==> src/rtl/pkt_check.sv <==
// Packet framing checker: measures each sop..eop packet and reports length, short/long/framing errors and totals.
// Build option PKT_SUM_EN adds a per-packet modulo-2^16 byte sum on pkt_sum.
module pkt_check #(
    parameter int MIN_LEN = 46,
    parameter int MAX_LEN = 1500
) (
    input  logic        clk,
    input  logic        rst_n,
    input  logic [7:0]  din,
    input  logic        din_vld,
    input  logic        din_sop,
    input  logic        din_eop,
    output logic        pkt_vld,
    output logic [10:0] pkt_len,
    output logic        err_short,
    output logic        err_long,
    output logic        err_frame,
    output logic [15:0] pkt_cnt,
    output logic [15:0] err_cnt
`ifdef PKT_SUM_EN
    ,
    output logic [15:0] pkt_sum
`endif
);
    localparam logic [10:0] MIN_L = 11'(MIN_LEN);
    localparam logic [10:0] MAX_L = 11'(MAX_LEN);

    typedef enum logic {IDLE, DATA} state_t;

    state_t      state, state_nxt;
    logic [10:0] cnt, cnt_nxt, len_inc, rpt_len;
    logic        rpt, rpt_frame, rpt_short, rpt_long, stray;
    logic        err_frame_q, stray_q;

    assign len_inc   = (cnt == 11'h7FF) ? cnt : cnt + 11'd1;
    assign rpt_short = rpt_len < MIN_L;
    assign rpt_long  = rpt_len > MAX_L;

    always_comb begin
        state_nxt = state;
        cnt_nxt   = cnt;
        rpt       = 1'b0;
        rpt_len   = cnt;
        rpt_frame = 1'b0;
        stray     = 1'b0;
        if (din_vld) begin
            case (state)
                IDLE: begin
                    if (!din_sop) begin
                        stray = 1'b1;
                    end else if (din_eop) begin
                        rpt     = 1'b1;
                        rpt_len = 11'd1;
                    end else begin
                        cnt_nxt   = 11'd1;
                        state_nxt = DATA;
                    end
                end
                DATA: begin
                    case ({din_sop, din_eop})
                        2'b00: cnt_nxt = len_inc;
                        2'b01: begin
                            rpt       = 1'b1;
                            rpt_len   = len_inc;
                            state_nxt = IDLE;
                        end
                        // sop inside an open packet closes the old one as a framing error
                        2'b10: begin
                            rpt       = 1'b1;
                            rpt_frame = 1'b1;
                            cnt_nxt   = 11'd1;
                        end
                        default: begin
                            rpt       = 1'b1;
                            rpt_frame = 1'b1;
                            state_nxt = IDLE;
                        end
                    endcase
                end
                default: state_nxt = IDLE;
            endcase
        end
    end

    always_ff @(posedge clk or negedge rst_n) begin
        if (!rst_n) begin
            state       <= IDLE;
            cnt         <= 11'd0;
            pkt_vld     <= 1'b0;
            pkt_len     <= 11'd0;
            err_short   <= 1'b0;
            err_long    <= 1'b0;
            err_frame_q <= 1'b0;
            stray_q     <= 1'b0;
            pkt_cnt     <= 16'd0;
            err_cnt     <= 16'd0;
        end else begin
            state   <= state_nxt;
            cnt     <= cnt_nxt;
            pkt_vld <= rpt;
            stray_q <= stray;
            if (rpt) begin
                pkt_len     <= rpt_len;
                err_short   <= rpt_short;
                err_long    <= rpt_long;
                err_frame_q <= rpt_frame;
                if (pkt_cnt != 16'hFFFF) pkt_cnt <= pkt_cnt + 16'd1;
            end
            if ((rpt && (rpt_short || rpt_long || rpt_frame)) || stray) begin
                if (err_cnt != 16'hFFFF) err_cnt <= err_cnt + 16'd1;
            end
        end
    end

    // Stray-byte pulse overlays the held report flag for exactly one cycle
    assign err_frame = err_frame_q | stray_q;

`ifdef PKT_SUM_EN
    logic [15:0] sum, sum_nxt, rpt_sum;

    always_comb begin
        sum_nxt = sum;
        rpt_sum = sum;
        if (din_vld) begin
            if (state == IDLE) begin
                if (din_sop) begin
                    sum_nxt = {8'h00, din};
                    rpt_sum = {8'h00, din};
                end
            end else if (din_sop) begin
                sum_nxt = {8'h00, din};
            end else begin
                sum_nxt = sum + {8'h00, din};
                rpt_sum = sum + {8'h00, din};
            end
        end
    end

    always_ff @(posedge clk or negedge rst_n) begin
        if (!rst_n) begin
            sum     <= 16'd0;
            pkt_sum <= 16'd0;
        end else begin
            sum <= sum_nxt;
            if (rpt) pkt_sum <= rpt_sum;
        end
    end
`else
    logic unused_din;
    assign unused_din = ^din;
`endif

endmodule

==> config.mk <==
export PLATFORM = sky130hd
export DESIGN_NAME = pkt_check
export DESIGN_NICKNAME = d
export VERILOG_FILES = /design/src/rtl/pkt_check.sv
export SDC_FILE = /design/constraint.sdc
export NUM_CORES = 1
export LEC_CHECK = 0
export CAP_MARGIN = 20
export CELL_PAD_IN_SITES_DETAIL_PLACEMENT = 1
export CELL_PAD_IN_SITES_GLOBAL_PLACEMENT = 2
export CORE_MARGIN = 3
export CORE_UTILIZATION = 34
export DETAILED_ROUTE_END_ITERATION = 10
export HOLD_SLACK_MARGIN = 0.02
export PLACE_DENSITY = 0.8
export SKIP_CTS_REPAIR_TIMING = 1
export SYNTH_ARGS = -nofsm -noshare
export SYNTH_HDL_FRONTEND = slang
export SYNTH_SLANG_ARGS = --single-unit
export TNS_END_PERCENT = 100
==> constraint.sdc <==
create_clock -name clk -period 6.3 [get_ports clk]
set_clock_uncertainty 0.2 [all_clocks]
set_input_delay 1.26 -clock clk [delete_from_list [all_inputs] [get_ports clk]]
set_output_delay 1.26 -clock clk [all_outputs]
set_load 0.02 [all_outputs]
Word-level counts from Yosys, hierarchy flattened
Index checks and enable logic that the tools add are counted.
W data, S select, Z words.
- bits in registers: 60
- input bits: 13
- word-level logic and storage cells: 60
- $add $sub $neg: 3
- $lt $le $gt $ge: 2
- eq/ne operators: 8
- multiplexer cells: 25
- bitwise gates (word level): 2
- reductions and logical operators: 10
- operators with widths (operator ; number):
    $mux W11 ; 7
    $pmux W11 S2 ; 3
    $add A16 B1 Y16 const B ; 2
    $ne A16 B16 Y1 const B ; 2
    $mux W1 ; 13
    $add A11 B1 Y11 const B ; 1
    $eq A11 B11 Y1 const B ; 1
    $gt A11 B11 Y1 const B ; 1
    $lt A11 B6 Y1 const B ; 1
    $ne A2 B2 Y1 const B ; 2
    $pmux W1 S2 ; 2
    $reduce_and A2 Y1 ; 2
    $reduce_and A4 Y1 ; 1
    $reduce_or A2 Y1 ; 2
    $logic_or A1 B1 Y1 ; 3
    $ne A3 B1 Y1 const B ; 1
    $eq A2 B1 Y1 const B ; 1
    $eq A2 B2 Y1 const B ; 1
    $logic_not A2 Y1 ; 1
    $logic_and A1 B1 Y1 ; 1
    $not A1 Y1 ; 1
    $or A1 B1 Y1 ; 1

Longest topological paths before layout
- depth after elaboration: 11
- gate-level depth with buffers: 12
- gate-level depth less buffers: 9

Worst setup path after synthesis
Ideal clock, no wire load.
- kind: input-to-reg
- start point: in din_sop
- end point: reg err_cnt[1]
- data arrival time: 3.601 ns
- setup slack: 2.374 ns
- cell stages on the path: 10
- path through: buf_6 -> xnor2_1 -> or2_0 -> buf_2 -> a221o_1 -> or4_1 -> a2111o_1 -> o211ai_2 -> nand2_1 -> mux2_4
- word-level cells in the longest chain between the ends: 10
- ends and longest elaborated chain (what ; line ; source):
    start: declaration ; 11 ; input logic din_sop,
    $eq A2 B1 Y1 ; 60 ; case ({din_sop, din_eop})
    $mux W11 ; 60 ;
    $pmux W11 S2 ; 47 ; case (state)
    $mux W11 ; 46 ; if (din_vld) begin
    $lt A11 B6 Y1 or $gt A11 B11 Y1 (tied branches) ; 36, 37 ;
    $logic_or A1 B1 Y1 (2 in series) ; 109 ; if ((rpt && (rpt_short || rpt_long || rpt_frame)) || stray) begin
    $logic_and A1 B1 Y1 ; 109 ;
    $logic_or A1 B1 Y1 (*) ; 109 ;
    $reduce_and A2 Y1 (no source line) (*) ; n/a ;
    end signal: assignment ; 110 ; if (err_cnt != 16'hFFFF) err_cnt <= err_cnt + 16'd1;
    end: declaration ; 19 ; output logic [15:0] err_cnt
Mark *: on every way between the ends. The rest lies on a longest branch, timed or not.
A chain may end at the register's enable or synchronous reset.

Worst setup path after layout
Same ends and word-level chain as after synthesis.

==> results.json <==
{
  "fillCellCount": 1032,
  "fin_nets": 396,
  "num_rows": 34,
  "hp-class": "reg2reg",
  "worstSetupPathType": "in2reg",
  "core_sq_um": 8930,
  "drt_iter0_drc": 87,
  "antenna_found_initial": 0,
  "chipWidth_um": 103,
  "leakage_nw": 1.61,
  "gr-total-overflow": 0,
  "maxSlewHeadroom_pct": 37.1,
  "syn_to_final_growth_pct": 23.1,
  "multiInputGateArea_sq_um": 1580,
  "max_freq_ghz": 0.217,
  "syn_area_per_cell_sq_um": 9.45,
  "cts_tree": "done",
  "ant_nets": 0,
  "timing_hold_violations_final": 0,
  "layout-drive-gt1-share_pct": 7.53,
  "outcome": "complete, no violations",
  "synth_most_common_cell": "dfrtp_1",
  "clock-sinks": 60,
  "path_clk_slew_ps": 80,
  "crit_chain": "clkdlybuf4s50_1 -> nand4b_1 -> nor4_1 -> o21ai_0 -> a2111oi_0 -> a2111o_1 -> o211ai_2 -> nand2_1 -> mux2_4",
  "cts_buffers": 9,
  "p_per_area_nw_per_um2": 290,
  "gp_congestion": 0.806,
  "worst_ep_required_time_ps": 6340,
  "hold_slack_ps": 277,
  "pin_count": 60,
  "start_kind": "input pin",
  "async_flop_share_pct": 100,
  "crit_path_max_incr_delay_ps": 600,
  "yosys_warnings": 0,
  "synth_common_cells": "60 x dfrtp_1, 50 x nand2_1, 23 x nand3_1, 22 x nor2_1, 22 x xnor2_1",
  "synth_nets": 354,
  "cts-root-buf": "clkbuf_8",
  "die-area_sq_um": 10600,
  "htree_levels": 3,
  "synth_top_area_share_pct": 47.0,
  "period_minus_slack_ps": 4610,
  "worstMarginPinSlew_ps": 938,
  "timing.final.crit_share_pct": 73.2,
  "placed_cell_area_sq_um": 3740,
  "ys_top_cells_by_area": "dfrtp_1 47%, xnor2_1 6.0%, nand2_1 5.9%",
  "grt_pass1_wl_um": 13700,
  "clockBufferDepth": 2,
  "dpl.hpwl_um": 5760,
  "rsz0062_at_grt": "false",
  "total_power_mw": 1.14,
  "setup_tns_ps": 0,
  "first_pass_iters": 4,
  "wl_per_cell_um": 16.7,
  "initial_core_util_pct": 35.8,
  "wl_um": 8210,
  "grt_pass1_vias": 2675,
  "via_per_inst": 5.43,
  "setup_viol": 0,
  "clk_latency_ps": 350,
  "end_kind": "register",
  "fin_area_sq_um": 3930,
  "vias": 2679,
  "path_max_fanout": 17,
  "irDropWorstVdd_mv": 0.229,
  "yosysSeqAreaShare_pct": 47.0,
  "synth_area_sq_um": 3200,
  "synth.largest_area_cell": "dfrtp_1",
  "io_buffers": 51,
  "crit_slowest_cell": "nand4b_1",
  "maxCapViolations": 0,
  "antenna_cells": 0,
  "synth.distinct_cells": 58,
  "ff_latch_area_sq_um": 1500,
  "grt_usage_pct": 16.6,
  "synthFlopType": "dfrtp_1",
  "drc": 0,
  "worstPathArrival_ps": 4650,
  "grt_max_degree": 61,
  "die_h_um": 103,
  "drv_slew": 0,
  "synthesis.instances": 338,
  "synth_edf_count": 0,
  "ys_ff_latch": 60
}
## routing by layer
metal  GRT usage [%]  vias up  share of wire, %
met1            24.4     1308                50
met3            3.45       11               3.2
met4            5.98        0               1.5
met2            24.0       55                45
met5               0        -                 0
li1                -     1305                 -
## final cells by class
cell class / instances / area share (%)
multi-input combinational: 254 / 40.2
clock buffer: 10 / 3.24
inverter: 3 / 0.286
tap: 108 / 3.44
sequential: 60 / 38.2
clock inverter: 6 / 1.62
timing repair buffer: 52 / 13.0
## worst max-delay path, delay by kind of cell
kind	cells	cell delay (ps)
simple gates	3	1300
compound gates	4	1170
buf+inv	1	580
mux	1	310
## flip-flops by register name (all words and copies together) (netlist names)
name and count:
err_short 1, pkt_cnt 16, pkt_vld 1, cnt 11, err_cnt 16, stray_q 1, err_frame_q 1, err_long 1
pkt_len 11, state 1
## metrics by stage
step	cells	setup slack, ps	utilization (%)
after floorplan	338	2370	-
after global placement	477	1380	41.9
after detailed placement	477	1310	41.9
after CTS	493	1680	44.0
after global routing	493	1360	44.0
final	493	1690	44.0
## power breakdown
group	leakage [nW]	switching, mW	internal [mW]
registers	0.801	0.0620	0.436
logic	0.720	0.156	0.140
clock network	0.0927	0.165	0.183
## cell families (layout without fill, tap and decap cells)
| group | after synthesis | after routing | share of synthesized area (%) |
|---|---|---|---|
| adders and majority gates | 4 | 4 | 1.49 |
| muxes | 10 | 10 | 3.64 |
| xor gates and xnor gates | 25 | 25 | 6.85 |
| AOI/OAI and AO/OA | 65 | 65 | 13.9 |
| buffers and inverters | 24 | 71 | 3.68 |
| DFF | 60 | 60 | 47.0 |
| and+or+nand+nor | 150 | 150 | 23.5 |
## path summary, 6_finish.rpt
check                                  from     endpoint  slack (ps)  cells past startpoint
worst max-delay path                din_sop   err_cnt[1]        1690                      9
worst min-delay path            pkt_len[10]  pkt_len[10]         280                      1
worst max register to register       cnt[0]   err_cnt[1]        2430                      9
worst min register to register  pkt_len[10]  pkt_len[10]         280                      1
max in group asynchronous             rst_n   pkt_len[6]        4500                      2
min in group asynchronous             rst_n      cnt[10]         850                      2
## placed cells by master, fill, tap and decap left out, types with 2 or more instances in the layout
cell             synthesis  final
dfrtp_1                 60     60
nand2_1                 50     50
clkdlybuf4s50_1          0     50
nand3_1                 23     23
nor2_1                  22     22
xnor2_1                 22     22
a21oi_1                 16     16
o21ai_0                 15     15
and3_1                  11     11
nand4_1                 10     10
clkbuf_8                 0      9
and2_1                   7      7
mux2_2                   5      5
a31oi_1                  5      5
and4_1                   4      4
nor3_1                   5      4
mux2_1                   4      4
inv_1                    3      3
a2111o_1                 3      3
a41oi_1                  3      3
xor2_1                   3      3
ha_1                     3      3
or2_2                    2      2
nand4b_1                 2      2
o311ai_0                 2      2
o211ai_1                 2      2
or3_1                    2      2
nor4_1                   2      2
o21a_1                   2      2
or4_1                    2      2
nor2b_1                  2      2
clkinvlp_4               0      2
clkinv_2                 0      2
(Power assumes the default switching activity.)
